## src/rtl/flop_rc_pkg.sv

```systemverilog
/*------------------------------------------------------------------------------
 * Module : flop_rc_pkg
 * Shared defaults for the pipeline stage register family.
 * Rev    : 1.0  initial release
 *----------------------------------------------------------------------------*/
`default_nettype none

package flop_rc_pkg;

  localparam int unsigned FLOP_RC_DEFAULT_WIDTH = 8;

endpackage : flop_rc_pkg

`default_nettype wire

```

## src/rtl/flop_rc.sv

```systemverilog
/*------------------------------------------------------------------------------
 * Module : flop_rc
 * Pipeline stage register: async active-low reset, sync clear, load d.
 * Rev    : 1.0  initial release
 *----------------------------------------------------------------------------*/
`default_nettype none

module flop_rc
  import flop_rc_pkg::*;
#(
  parameter int unsigned            WIDTH     = FLOP_RC_DEFAULT_WIDTH,
  parameter logic [WIDTH-1:0]       RESET_VAL = '0
) (
  input  logic             clk,
  input  logic             reset,
  input  logic             clear,
  input  logic [WIDTH-1:0] d,
  output logic [WIDTH-1:0] q
);

  logic [WIDTH-1:0] q_q;
  logic [WIDTH-1:0] q_d;

  // Clear inserts a bubble by loading the same value reset would.
  always_comb begin
    q_d = d;
    if (clear) begin
      q_d = RESET_VAL;
    end
  end

  always_ff @(posedge clk or negedge reset) begin
    if (!reset) begin
      q_q <= RESET_VAL;
    end else begin
      q_q <= q_d;
    end
  end

  assign q = q_q;

endmodule : flop_rc

`default_nettype wire

```

## config.mk

```make
export PLATFORM = sky130hd
export DESIGN_NAME = flop_rc
export DESIGN_NICKNAME = d
export VERILOG_FILES = /design/src/rtl/flop_rc_pkg.sv /design/src/rtl/flop_rc.sv
export SDC_FILE = /design/constraint.sdc
export NUM_CORES = 1
export LEC_CHECK = 0
export ABC_CLOCK_PERIOD_IN_PS = 800
export CAP_MARGIN = 20
export CORE_AREA = 3 3 40 42
export CTS_BUF_LIST = sky130_fd_sc_hd__clkbuf_16
export DETAILED_ROUTE_END_ITERATION = 10
export DIE_AREA = 0 0 43 45
export SLEW_MARGIN = 10
export SYNTH_ARGS = -nofsm -noshare
export SYNTH_HDL_FRONTEND = slang
export SYNTH_SLANG_ARGS = --single-unit
```

## constraint.sdc

```tcl
create_clock -name clk -period 0.8 [get_ports clk]
set_input_delay 0.16 -clock clk [delete_from_list [all_inputs] [get_ports clk]]
set_output_delay 0.16 -clock clk [all_outputs]
set_load 0.02 [all_outputs]
```

==> reports/metrics.cfg <==
[floorplan]
core_sq_um=1285
ios=19
floorplan.initialDensity_pct=19.47
row_count=13
die_height_microns=45
die_area_sq_um=1935
fp.dieW_microns=43

[setup_path]
startpoint_type=flip-flop
cp_top_family=flip-flops
slowest_delay_ps=370
slowest_stage=dfrtp_1
critical_path_class=flip-flop to primary output
crit_buf_inv=1
cp_max_fo=1
cp.required_ps=640
critical_path_arrival_ps=730
cp-end-kind=primary output
crit_chain=buf_6

[clock_network]
clkTransAtPathRegs_ps=30
htree_levels=1
cts_max_path_buffers=2
post-cts-setup-buffer-count=0
cts.sinks=8
cts_buffers=3
cts_tree=built
cts-root-buf=clkbuf_16

[sta]
fmax_mhz=1122
rsz0062_at_grt=true
fin_tns_setup_ps=-655.7
setup_viol=8
min_period_over_period_pct=111.4
hold_viol_final=0
worstMarginPinSlew_ps=339.5
setup_slack_ps=-91.42
post-route-min-period_ps=891.4
maxSlewViolCount=0
slew_headroom_pct=77.29

[route]
drtAntennaViolNets=0
drc=0
drtIter0Drc=0
vias=187
viasPerCell=3.596
drtPass1Iterations=1
routed_wl_microns=548
wl_per_cell_microns=10.54

[synthesis]
synth.distinct_cells=2
synthCells=16
synth-adder-area-share_pct=0
synth-xor-area-share_pct=0
synth_compound_area_share_pct=0
synth_simple_gate_area_share_pct=20.00
ys_seq_area_share_pct=80.00
ys_warn_count=0
synth_top_family_by_area=simple AND/OR/NAND/NOR gates
syn_avg_cell_area_sq_um=15.64
synth_nets=27
synth.area.mux_share_pct=0
syn_area_sq_um=250.2
synth-seq-cells=8

[pwr]
leakagePower_nw=0.2455
ir_drop_v=0.001152
pwr_density_cell_nw_per_um2=2616

[global_routing]
grt_pass1_vias=193
grt_util_met3_pct=4.781
grt_max_degree=9
busiest_layer=met4
met1_usage_pct=8.209
gr-usage-met2_pct=7.784
grt_overflow_total=0
grt_pass1_wl_microns=883
grt_use_total_pct=7.239
antenna_found_initial=0

[min_path]
hold_class=input pin to asynchronous set/reset pin

[flow_run]
drv_cap=0

[layout]
layout_common_cells=10 x clkdlybuf4s50_1, 8 x nor2b_1, 8 x buf_6, 8 x dfrtp_1, 3 x clkbuf_16
area_growth_pct=113.5
nets=50
drive_gt1_share_pct=29.73
n_antenna_cell=0
layout.cells.most_common=clkdlybuf4s50_1
largest_reg_flops=8
design_area_sq_um=534.3

[place]
port_buffers=18
placed_area_sq_um=449.2
gp_congestion=0.7349

[run_status]
status=finished with violations
violations=negative setup slack

per-layer routing:
metal | wire length [microns] | share of wire (%)
met5 | 0 | 0
met4 | 14 | 2.6
met3 | 100 | 18
met2 | 205 | 37
met1 | 227 | 41
Yosys cell counts (all sizes together):
cell type  instances  area (sq um)
nor2b              8         50.05
dfrtp              8         200.2
kinds of logic (layout without fill, tap and decap cells):
logic type	after synthesis	after routing
DFF	8	8
and+or+nand+nor	8	8
buffers and inverters	0	21
stage by stage:
| stage | hold WS, ps | power (mW) | std cells | util, % | setup WS (ps) |
|---|---|---|---|---|---|
| after detailed placement | 448.6 | 0.5830 | 49 | 34.96 | -298.7 |
| final | 204.7 | 1.398 | 52 | 41.58 | -91.42 |
| after global routing | 228.1 | 1.450 | 52 | 41.58 | -121.6 |
| after CTS | 210.2 | 1.421 | 52 | 41.58 | -106.3 |
| after floorplan | -135.6 | 0.4791 | 16 | - | 224.0 |
| after global placement | 444.3 | 0.5791 | 49 | 34.96 | -259.6 |
power by group:
part	leakage [nW]	switching, mW	total (mW)	internal [mW]
registers	0.103	0.00977	0.438	0.428
clock network	0.0370	0.173	0.815	0.642
logic	0.105	0.0552	0.146	0.0903
final timing paths:
| check | cells past startpoint | slack [ps] | end | from |
|---|---|---|---|---|
| worst max-delay path | 1 | -90 | q[2] | q[2] |
| worst min-delay path | 1 | 200 | q[4] | reset |
| max in group asynchronous | 1 | 350 | q[0] | reset |
| min in group clk | 2 | 480 | q[4] | d[4] |
final cells by class:
type	count	area [sq um]
Clock buffer	3	75.07
Tap cell	15	18.77
Fill cell	120	750.7
Sequential cell	8	200.2
Multi-Input combinational cell	8	50.05
Timing Repair Buffer	18	190.2
what timing repair did:
action                     4_1_cts  5_1_grt
hold buffers                     0        0
setup endpoints to repair        8        8
resized for setup               48        0
Note: power is estimated with default switching activity, not from simulation.
